## config.mk

```make
export PLATFORM = sky130hd
export DESIGN_NAME = dff_edge_debounce
export DESIGN_NICKNAME = d
export VERILOG_FILES = /design/src/rtl/dff_edge_debounce.sv
export SDC_FILE = /design/constraint.sdc
export NUM_CORES = 1
export LEC_CHECK = 0
export ABC_AREA = 1
export CAP_MARGIN = 5
export CORE_MARGIN = 1.5
export CORE_UTILIZATION = 50
export DETAILED_ROUTE_END_ITERATION = 10
export PLACE_DENSITY = 0.71
export SLEW_MARGIN = 20
export SYNTH_ARGS = -nofsm -noshare
export SYNTH_HDL_FRONTEND = slang
export SYNTH_SLANG_ARGS = --single-unit
```

## constraint.sdc

```tcl
create_clock -name clk -period 1.6 [get_ports clk]
set_input_delay 0.32 -clock clk [delete_from_list [all_inputs] [get_ports clk]]
set_output_delay 0.32 -clock clk [all_outputs]
set_load 0.05 [all_outputs]
```

## src/rtl/dff_edge_debounce.sv

```systemverilog
// Synchronises an asynchronous level, debounces it over STABLE_CYCLES enabled samples, and emits rise/fall pulses.
// Optional commit counter output evt_cnt is enabled by defining DEBOUNCE_EVT_CNT_EN.
module dff_edge_debounce #(
    parameter int SYNC_STAGES   = 2,
    parameter int STABLE_CYCLES = 4,
    parameter int CNT_W         = 8,
    parameter bit INIT_LEVEL    = 1'b0
) (
    input  logic        clk,
    input  logic        Rd,
    input  logic        en,
    input  logic        d_in,
    output logic        level,
    output logic        rise,
    output logic        fall,
    output logic        busy
`ifdef DEBOUNCE_EVT_CNT_EN
    ,
    output logic [15:0] evt_cnt
`endif
);

    typedef enum logic {
        STABLE = 1'b0,
        VERIFY = 1'b1
    } state_t;

    logic [SYNC_STAGES-1:0] sync_p;
    logic                   s;
    state_t                 state, state_nxt;
    logic [CNT_W-1:0]       cnt, cnt_nxt;
    logic                   commit;

    assign s = sync_p[SYNC_STAGES-1];

    // Synchroniser stage: shifts every clock, independent of en
    always_ff @(posedge clk or negedge Rd) begin
        if (!Rd) begin
            sync_p <= {SYNC_STAGES{INIT_LEVEL}};
        end else begin
            sync_p <= {sync_p[SYNC_STAGES-2:0], d_in};
        end
    end

    always_comb begin
        state_nxt = state;
        cnt_nxt   = cnt;
        commit    = 1'b0;
        unique case (state)
            STABLE: begin
                if (en && (s != level)) begin
                    if (STABLE_CYCLES == 1) begin
                        commit = 1'b1;
                    end else begin
                        state_nxt = VERIFY;
                        cnt_nxt   = CNT_W'(1);
                    end
                end
            end
            VERIFY: begin
                if (en) begin
                    if (s == level) begin
                        state_nxt = STABLE;
                        cnt_nxt   = '0;
                    end else if (cnt == CNT_W'(STABLE_CYCLES - 1)) begin
                        commit    = 1'b1;
                        state_nxt = STABLE;
                        cnt_nxt   = '0;
                    end else begin
                        cnt_nxt = cnt + CNT_W'(1);
                    end
                end
            end
            default: begin
                state_nxt = STABLE;
                cnt_nxt   = '0;
            end
        endcase
    end

    // Debounce stage: state, counter and registered outputs
    always_ff @(posedge clk or negedge Rd) begin
        if (!Rd) begin
            state <= STABLE;
            cnt   <= '0;
            level <= INIT_LEVEL;
            rise  <= 1'b0;
            fall  <= 1'b0;
            busy  <= 1'b0;
        end else begin
            state <= state_nxt;
            cnt   <= cnt_nxt;
            level <= level ^ commit;
            rise  <= commit & ~level;
            fall  <= commit & level;
            busy  <= (state_nxt == VERIFY);
        end
    end

`ifdef DEBOUNCE_EVT_CNT_EN
    // Commit counter wraps naturally at 16 bits
    always_ff @(posedge clk or negedge Rd) begin
        if (!Rd) begin
            evt_cnt <= '0;
        end else if (commit) begin
            evt_cnt <= evt_cnt + 16'd1;
        end
    end
`endif

endmodule

```

==> impl_results.md, run 1 <==
- Worst-path cell chain: ha_1 -> nand2_1 -> nor2_1 -> nand2_1 -> nor2_1 -> ha_1 -> inv_1
- Worst path slowest cell: dfrtp_1
- Static Leakage: 0.5049 nW
- Clock Tree Buf Depth: 2
- Total CTS buffers: 3
- Number of enable flip-flop cells after synthesis: 0
- Pin count of the biggest net entering global routing: 15
- Tcrit/Tclk final: 91.39%
- RR Startpoint: cnt[0]
- Vias in the first global route: 645
- Synth area leaders: dfrtp_1, nand2_1, ha_1
- Worst Setup Start Kind: flip-flop
- First-pass GRT wire length: 2711 um
- Std-Cell Rows: 14
- Synth cell count leaders: nand2_1, dfrtp_1, inv_1
- Main synth FF type: dfrtp_1
- Setup Total Neg Slack: 0 ns
- Total GRT Usage: 20.09%
- CORE AREA: 1506 um2
- Clock skew: 0.004732 ns
- CP max stage delay: 0.44 ns
- Most frequent cell after synthesis: nand2_1
- Final hold viol count: 0
- Min-delay worst type: input port to async pin
- Layout cells sized above 1: 20.91%
- R2R cell count: 7
- DP Worst Slack: -0.003596 ns
- Antenna violations before repair: 0
- Async SR Flop Fraction: 100.0%
- Final worst slack: 0.1377 ns
- Power per cell area: 1435 nW/um2
- Hold slack: 0.3321 ns
- Syn_area_per_cell: 8.158 um2
- Setup crit end kind: flip-flop
- Post-Syn Area: 799.5 um2
- MaxCap Viol Count: 0
- Peak Freq: 683.9 MHz
- Slew HR: 81.89%
- Yosys cell types: 19
- Vias: 629
- Post-synth top area cell: dfrtp_1
- Root Buffer Master: clkbuf_4
- Cts hold-fix bufs: 0
- Chip Height: 42.99 um
- CTS tree: yes
- Routability congestion estimate: 0.7884
- Syn_nets: 106
- Minimum clock period: 1.462 ns
- CTS resizes: 0
- Crit Path Max Fanout: 5
- Iteration-0 DRC Markers: 10
- Area growth, synth to finish: 18.15%
- Status: complete, no violations
- Cell count after synthesis: 98
- Area share of the largest cell type after synthesis: 43.82%
- Gr ovfl total: 0
- ANT cells: 0
- Placed Area: 908.4 um2
- Register-to-register setup slack: 0.14 ns
- Unrepaired setup endpoints after global routing: false
- Port bufs: 7
- Overall power: 1.355 mW
- Reg2reg end: level
- Clock latency at the later pin of the worst-skew pair: 0.28 ns
- Drt pass-1 iters: 4
- Slew @ Worst Pin: 0.2716 ns
- Final WL: 1470 um
- Setup Buffers After CTS: 0
- Sequential area share after synthesis: 43.82%
- Setup-failing EPs final: 0
- CP Class: flip-flop to flip-flop
- Final instance area: 944.7 um2
- Max VDD drop: 1055 uV
- Yosys synthesis warning count: 0
- Final Max Tran Viols: 0
- Hpwl dp: 1123 um
- Residual DRC: 0
- Crit path max-delay family: adder cells
- H-tree lvl count: 1
- # nets final: 119
- Effective utilization at floorplan: 53.07%
- Avg Vias per Cell: 4.992
- Average wire per standard cell: 11.67 um
- Data arrival, critical path: 1.69 ns
- IO Pins: 8
- CTS Sinks: 14
- Count of state elements after synthesis: 14
- CP Buf/Inv Count: 1
- Final ANT Viol Nets: 0
- Fill cells: 141
- Clock-pin slew on the worst setup and hold paths: 0.09 ns
- Die area: 1848 um2
- Die span in x: 42.99 um
- CP Data Required Time: 1.82 ns
## where the power goes
part / switching, mW / internal (mW) / total [mW] / leakage, nW
combinational: 0.335 / 0.234 / 0.569 / 0.302
clock: 0.123 / 0.138 / 0.262 / 0.0210
sequential: 0.108 / 0.416 / 0.524 / 0.182
## flip-flops by register name, summed over array words and instances, names as in the netlist
name,flops
cnt,8
fall,1
sync_p,2
state,1
rise,1
level,1
## placed cells by master (no fill, tap or decap), drive strengths merged
| cell | Yosys | routed |
|---|---|---|
| buf | 1 | 6 |
| o21ai | 2 | 2 |
| clkbuf | 0 | 4 |
| nor2 | 10 | 10 |
| xor2 | 2 | 2 |
| nand3 | 12 | 12 |
| dfrtp | 14 | 14 |
| nor3 | 1 | 1 |
| inv | 15 | 15 |
| nand4 | 4 | 4 |
| clkdlybuf4s50 | 0 | 3 |
| ha | 4 | 4 |
| nand2 | 32 | 32 |
| o211ai | 1 | 1 |
## cell type report
| cell class | count | area [um2] | area share (%) |
|---|---|---|---|
| repair buffers | 9 | 100.1 | 10.60 |
| clock buffers | 4 | 36.28 | 3.841 |
| flip-flops and latches | 14 | 350.3 | 37.09 |
| multi-input cells | 68 | 381.6 | 40.40 |
| inverters | 15 | 56.30 | 5.960 |
| well taps | 16 | 20.02 | 2.119 |
## per-layer routing
metal  track usage, %  vias up  part of all wire, %
li1                 -      333                    -
met1            26.49      283                   47
met2            32.42       11                   47
met3            2.979        2                  4.8
met4            9.091        0                 0.68
met5                0        -                    0
## cell families (layout without fill, tap and decap cells)
logic type,after synthesis,in the layout,synth area share [%]
flip-flops,14,14,43.82
AO/OA/AOI/OAI,3,3,2.191
XOR/XNOR,2,2,2.191
buffers and inverters,16,28,8.450
adder cells (fa/ha/maj),4,4,6.260
AND/OR/NAND/NOR,59,59,37.09
## per-stage QoR
| stage | util [%] | cells |
|---|---|---|
| 6_report | 62.71 | 126 |
| 5_1_grt | 62.71 | 126 |
| 4_1_cts | 62.71 | 126 |
| 3_5_place_dp | 60.30 | 122 |
| 3_3_place_gp | 60.30 | 122 |
| 2_1_floorplan | - | 98 |
## how the worst max path moves through the flow
stage / to / cells past startpoint / startpoint
after detailed placement: level / 5 / en
after CTS: level / 7 / cnt[0]
after global routing: level / 7 / cnt[0]
after floorplan: level / 5 / level
after global placement: level / 5 / en
final: level / 7 / cnt[0]
(Power assumes the default switching activity.)
==> run 2, diff against run 1 <==
--- a/config.mk
+++ b/config.mk
@@ -8,9 +8,9 @@
 export ABC_AREA = 1
 export CAP_MARGIN = 5
 export CORE_MARGIN = 1.5
-export CORE_UTILIZATION = 50
+export CORE_UTILIZATION = 54
 export DETAILED_ROUTE_END_ITERATION = 10
-export PLACE_DENSITY = 0.71
+export PLACE_DENSITY = 0.76
 export SLEW_MARGIN = 20
 export SYNTH_ARGS = -nofsm -noshare
 export SYNTH_HDL_FRONTEND = slang
==> run 2 against run 1 <==
  * Clock power shrank 3%
  * Die area shrank 6.9%
  * Cell area shrank 0.13%
  * Via count grew 5.6%
  * Fmax grew 2.5%
  * Wire length grew 5.4%
  * Sequential power is essentially flat
  * Clock-buffer cell count is the same
  * Register-to-register slack gained 0.04 ns
  * Largest cell class unchanged
  * Setup slack gained 0.036 ns
  * Utilization grew 8.0 points
==> impl_results.md, run 2 (same netlist as run 1, synthesis figures left out) <==
- Layout cells sized above 1: 20.91%
- Cell Int Power: 788.4 uW
- M1 GR Usage: 27.40%
- CORE AREA: 1334 um2
- Area growth, synth to finish: 18.00%
- Antenna violations before repair: 0
- Met2 GRT Util: 30.31%
- Slew HR: 81.22%
- Routability congestion estimate: 0.8471
- Std-Cell Rows: 13
- Die span in x: 41.48 um
- Power share of the clock group: 18.7%
- Register-to-register setup slack: 0.17 ns
- Chip Height: 41.48 um
- Clock skew: 0.006632 ns
- Crit Path Max Fanout: 5
- Setup Buffers After CTS: 0
- Final WL: 1550 um
- Status: complete, no violations
- CTS tree: yes
- Most common cell after layout, fill and taps aside: nand2_1
- CTS resizes: 0
- Average wire per standard cell: 12.40 um
- RR Startpoint: cnt[0]
- CP Data Required Time: 1.82 ns
- Total CTS buffers: 3
- Min-delay worst type: input port to async pin
- Util after Layout: 70.73%
- Minimum clock period: 1.427 ns
- Sequential power share: 38.8%
- Vias: 664
- Clock Tree Buf Depth: 2
- Top reg by flops: cnt
- Effective utilization at floorplan: 59.94%
- Reg2reg end: level
- Gr ovfl total: 0
- Setup Total Neg Slack: 0 ns
- Regs by FF count: cnt x8, sync_p x2
- Clock latency at the later pin of the worst-skew pair: 0.28 ns
- Final hold viol count: 0
- GRT met3 Usage: 3.913%
- Setup crit end kind: flip-flop
- Total GRT Usage: 19.83%
- Fill cells: 112
- Final worst slack: 0.1734 ns
- Avg Vias per Cell: 5.312
- Comb pwr share: 42.5%
- Setup-failing EPs final: 0
- Max reg flops: 8
- Pin count of the biggest net entering global routing: 15
- Max VDD drop: 1054 uV
- MaxCap Viol Count: 0
- ANT cells: 0
- Overall power: 1.352 mW
- Final Max Tran Viols: 0
- Clock-pin slew on the worst setup and hold paths: 0.09 ns
- Port bufs: 7
- Residual DRC: 0
- Drt pass-1 iters: 4
- P_sw: 564.0 uW
- Cts hold-fix bufs: 0
- # nets final: 119
- Grt peak-use layer: met2
- Most frequent cells in the layout: nand2_1, dfrtp_1, inv_1, nand3_1, nor2_1
- Power per cell area: 1433 nW/um2
- Sw Share: 41.70%
- Root Buffer Master: clkbuf_4
- Unrepaired setup endpoints after global routing: false
- Worst Setup Start Kind: flip-flop
- DP Worst Slack: 0.01391 ns
- CTS Sinks: 14
- R2R cell count: 7
- Hpwl dp: 1168 um
- Vias in the first global route: 621
- Final ANT Viol Nets: 0
- Data arrival, critical path: 1.64 ns
- IO Pins: 8
- Die area: 1721 um2
- Static Leakage: 0.5049 nW
- Slew @ Worst Pin: 0.2817 ns
- Tcrit/Tclk final: 89.16%
- Iteration-0 DRC Markers: 5
- CP Class: flip-flop to flip-flop
- Peak Freq: 701.0 MHz
- H-tree lvl count: 1
- First-pass GRT wire length: 2615 um
run 2: cell counts in the layout (fill, tap and decap cells not counted):
No cell type changed its count.
run 2: worst max-delay path by stage:
stage                      start  endpoint  slack, ns  cells past startpoint
after global placement        en     level       0.05                      5
final                     cnt[0]     level       0.17                      7
after CTS                 cnt[0]     level       0.16                      7
after detailed placement      en    cnt[4]       0.01                      8
after global routing      cnt[0]     level       0.09                      7
after floorplan            level     level       0.11                      5
run 2: routing by layer:
layer	part of all wire (%)	up-vias
met5	0	-
met4	1.2	0
met3	3.8	4
met2	49	20
met1	46	310
li1	-	330
run 2: power by group through the flow:
| stage | clock network [mW] | logic, mW | registers [mW] |
|---|---|---|---|
| 2_1_floorplan | 0 | 0.302 | 0.586 |
| 3_3_place_gp | 0 | 0.557 | 0.527 |
| 3_5_place_dp | 0 | 0.577 | 0.530 |
| 4_1_cts | 0.259 | 0.580 | 0.524 |
| 5_1_grt | 0.280 | 0.625 | 0.537 |
| 6_report | 0.253 | 0.575 | 0.524 |
run 2: cell type report:
class	count	area, um2	area share, %
timing repair buffer	9	100.1	10.61
clock buffer	4	36.28	3.846
inverter	15	56.30	5.968
sequential	14	350.3	37.14
tap	15	18.77	1.989
multi-input combinational	68	381.6	40.45
run 2: metrics by stage:
step                hold slack [ns]  cell area (um2)  cells
floorplan                   0.02441            799.5     98
global placement             0.3375            907.1    121
detailed placement           0.3420            907.1    121
CTS                          0.3619            943.4    125
global route                 0.3708            943.4    125
finish                       0.3521            943.4    125
run 2: worst max-delay path: stages, from the launching register on:
cell     delay [ns]
dfrtp_1        0.43
ha_1           0.24
nand2_1        0.07
nor2_1         0.10
nand2_1        0.09
nor2_1         0.14
ha_1           0.25
inv_1          0.05
==> run 3, diff against run 2 <==
--- a/config.mk
+++ b/config.mk
@@ -5,12 +5,11 @@
 export SDC_FILE = /design/constraint.sdc
 export NUM_CORES = 1
 export LEC_CHECK = 0
-export ABC_AREA = 1
 export CAP_MARGIN = 5
-export CORE_MARGIN = 1.5
-export CORE_UTILIZATION = 54
+export CORE_MARGIN = 2
+export CORE_UTILIZATION = 52
 export DETAILED_ROUTE_END_ITERATION = 10
-export PLACE_DENSITY = 0.76
+export PLACE_DENSITY = 0.75
 export SLEW_MARGIN = 20
 export SYNTH_ARGS = -nofsm -noshare
 export SYNTH_HDL_FRONTEND = slang
==> run 3 against run 2 <==
  * The flow now finishes with violations (setup timing)
  * Wire length grew 38%
  * Flip-flop and latch count is the same
  * Hold slack lost 0.052 ns
  * Synthesized area shrank 12%
  * First-iteration DRC count grew to 13 times the previous value
  * Synthesized cell count shrank 34%
  * Utilization grew 7.8 points
  * Sequential share of layout area shrank 2.3 points
  * Cell area grew 7.0%
  * Critical path depth shrank 2
  * Critical endpoint is now cnt[3]
  * Largest cell class unchanged
==> impl_results.md, run 3 <==
- Yosys cell types: 30
- Most frequent cells in the layout: buf_4, dfrtp_1, a31oi_1, a21oi_1
- Top reg by flops: cnt
- Highest metal used: met4
- Static Leakage: 0.4649 nW
- Worst Setup Start Kind: flip-flop
- Hpwl dp: 1250 um
- Effective utilization at floorplan: 54.92%
- Sequential power share: 30.6%
- Main synth FF type: dfrtp_1
- CORE AREA: 1285 um2
- Cell Int Power: 892.6 uW
- Clock Tree Buf Depth: 2
- Cell count after synthesis: 65
- Root Buffer Master: clkbuf_4
- Layout Cells excl Fill: 103
- Routed wl met3: 160 um
- Synth cell count leaders: dfrtp_1, a31oi_1, a21oi_1, ha_1, inv_1
- Layout cells sized above 1: 40.91%
- Setup-failing EPs final: 12
- Most common cell after layout, fill and taps aside: buf_4
- Vias in the first global route: 662
- Overall power: 1.530 mW
- Async SR Flop Fraction: 100.0%
- Clock-pin slew on the worst setup and hold paths: 0.09 ns
- Syn_nets: 73
- Avg Vias per Cell: 6.476
- Final WL: 2137 um
- Area share of the largest cell type after synthesis: 49.65%
- Yosys synthesis warning count: 0
- Sw Share: 41.66%
- Power share of the clock group: 14.3%
- Regs by FF count: cnt x8, sync_p x2
- Routability congestion estimate: 0.8491
- R2R cell count: 5
- Die area: 1668 um2
- CTS tree: yes
- Max VDD drop: 1020 uV
- Final Max Tran Viols: 0
- Std-Cell Rows: 13
- IO Pins: 8
- Syn_area_per_cell: 10.86 um2
- Vias: 667
- Chip Height: 40.84 um
- Count of state elements after synthesis: 14
- Clock latency at the later pin of the worst-skew pair: 0.29 ns
- WL met1: 785 um
- ANT cells: 0
- Final ANT Viol Nets: 0
- P_sw: 637.5 uW
- Status: finished, violations left
- Cell count after placement: 97
- Final hold viol count: 0
- Sequential area share after synthesis: 49.65%
- Comb pwr share: 55.0%
- Max reg flops: 8
- Hold slack: 0.3001 ns
- Synth area leaders: dfrtp_1, a31oi_1, ha_1
- Total CTS buffers: 3
- Number of enable flip-flop cells after synthesis: 0
- Unrepaired setup endpoints after global routing: true
- CTS Sinks: 14
- Iteration-0 DRC Markers: 67
- Power per cell area: 1515 nW/um2
- Port bufs: 7
- Die span in x: 40.84 um
- Residual DRC: 0
- Placed Area: 894.6 um2
- Data arrival, critical path: 1.97 ns
- Clock skew: 0.006643 ns
- Routed wl met2: 1119 um
- Final instance area: 1010 um2
- Tcrit/Tclk final: 112.3%
- Final worst slack: -0.1971 ns
- First-pass GRT wire length: 3194 um
- Drt pass-1 iters: 4
- Min-delay worst type: input port to async pin
- Post-synth top area cell: dfrtp_1
- Setup crit end kind: flip-flop
- Peak Freq: 556.4 MHz
- CP Class: flip-flop to flip-flop
- MaxCap Viol Count: 0
- Crit Path Max Fanout: 6
- H-tree lvl count: 1
- Pin count of the biggest net entering global routing: 15
- Most frequent cell after synthesis: dfrtp_1
- Slew @ Worst Pin: 0.3755 ns
- Area growth, synth to finish: 43.09%
- Total GRT Usage: 32.08%
- Minimum clock period: 1.797 ns
- # nets final: 97
- Gr ovfl total: 0
- Antenna violations before repair: 0
- Average wire per standard cell: 20.75 um
- CP Data Required Time: 1.77 ns
- Slew HR: 74.89%
- Post-Syn Area: 705.7 um2
- Failing checks: setup timing
[run 3: cell count changes after synthesis, sizes merged, moves of 3 or more]
cell	before	now
a21oi	0	4
a31oi	0	8
and3	0	3
inv	15	3
nand2	32	2
nand3	12	2
nand4	4	0
nor2	10	0
[run 3: through the flow]
| step | worst slack, ns | utilization (%) | TNS (ns) |
|---|---|---|---|
| global route | -0.2572 | 78.58 | -1.960 |
| detailed placement | -0.2033 | 69.62 | -1.768 |
| finish | -0.1971 | 78.58 | -1.385 |
| global placement | -0.1230 | 69.62 | -0.8912 |
| CTS | -0.1045 | 75.75 | -0.7578 |
| floorplan | -0.1290 | - | -1.090 |
[run 3: cells by family after synthesis]
kind of cell             share of synthesized area [%]
AND/OR/NAND/NOR                                  18.26
flip-flops                                       49.65
AO/OA/AOI/OAI                                    19.50
XOR/XNOR                                         1.241
adder cells (fa/ha/maj)                          7.092
buffers and inverters                            4.254
[run 3: power groups by stage]
stage	clock (mW)	sequential, mW	combinational (mW)
6_report	0.219	0.469	0.842
4_1_cts	0.219	0.463	0.763
2_1_floorplan	0	0.556	0.287
3_3_place_gp	0	0.456	0.637
3_5_place_dp	0	0.462	0.666
5_1_grt	0.243	0.474	0.877
[run 3: repair_timing]
item,4_1_cts,5_1_grt
cloned,1,0
gates resized for setup,8,4
pin swaps,2,2
setup buffers,0,1
hold buffers,0,0
setup endpoints to repair,11,12
[run 3: metal layers]
layer,up-vias,global-route usage [%]
met2,36,50.78
met4,0,24.17
met3,8,11.96
met5,-,0
met1,334,34.24
li1,289,-
[run 3: path summary, 6_finish.rpt]
path	from	to	slack [ns]
max reg2reg	cnt[1]	cnt[3]	-0.20
max in group asynchronous	Rd	cnt[6]	0.86
max	cnt[1]	cnt[3]	-0.20
min reg2reg	sync_p[0]	sync_p[1]	0.36
min	Rd	rise	0.30
min in group clk	sync_p[0]	sync_p[1]	0.36
[run 3: layout make-up]
type,instances,area [um2]
Clock buffer,4,26.28
Fill cell,68,275.3
Inverter,3,11.26
Multi-Input combinational cell,46,411.6
Sequential cell,14,351.6
Tap cell,15,18.77
Timing Repair Buffer,21,190.2
[run 3: critical path, stage by stage, from the launching register on]
cell     delay, ns
dfrtp_1       0.38
ha_2          0.21
or4b_4        0.50
o211a_4       0.30
or2b_1        0.19
a31oi_1       0.10
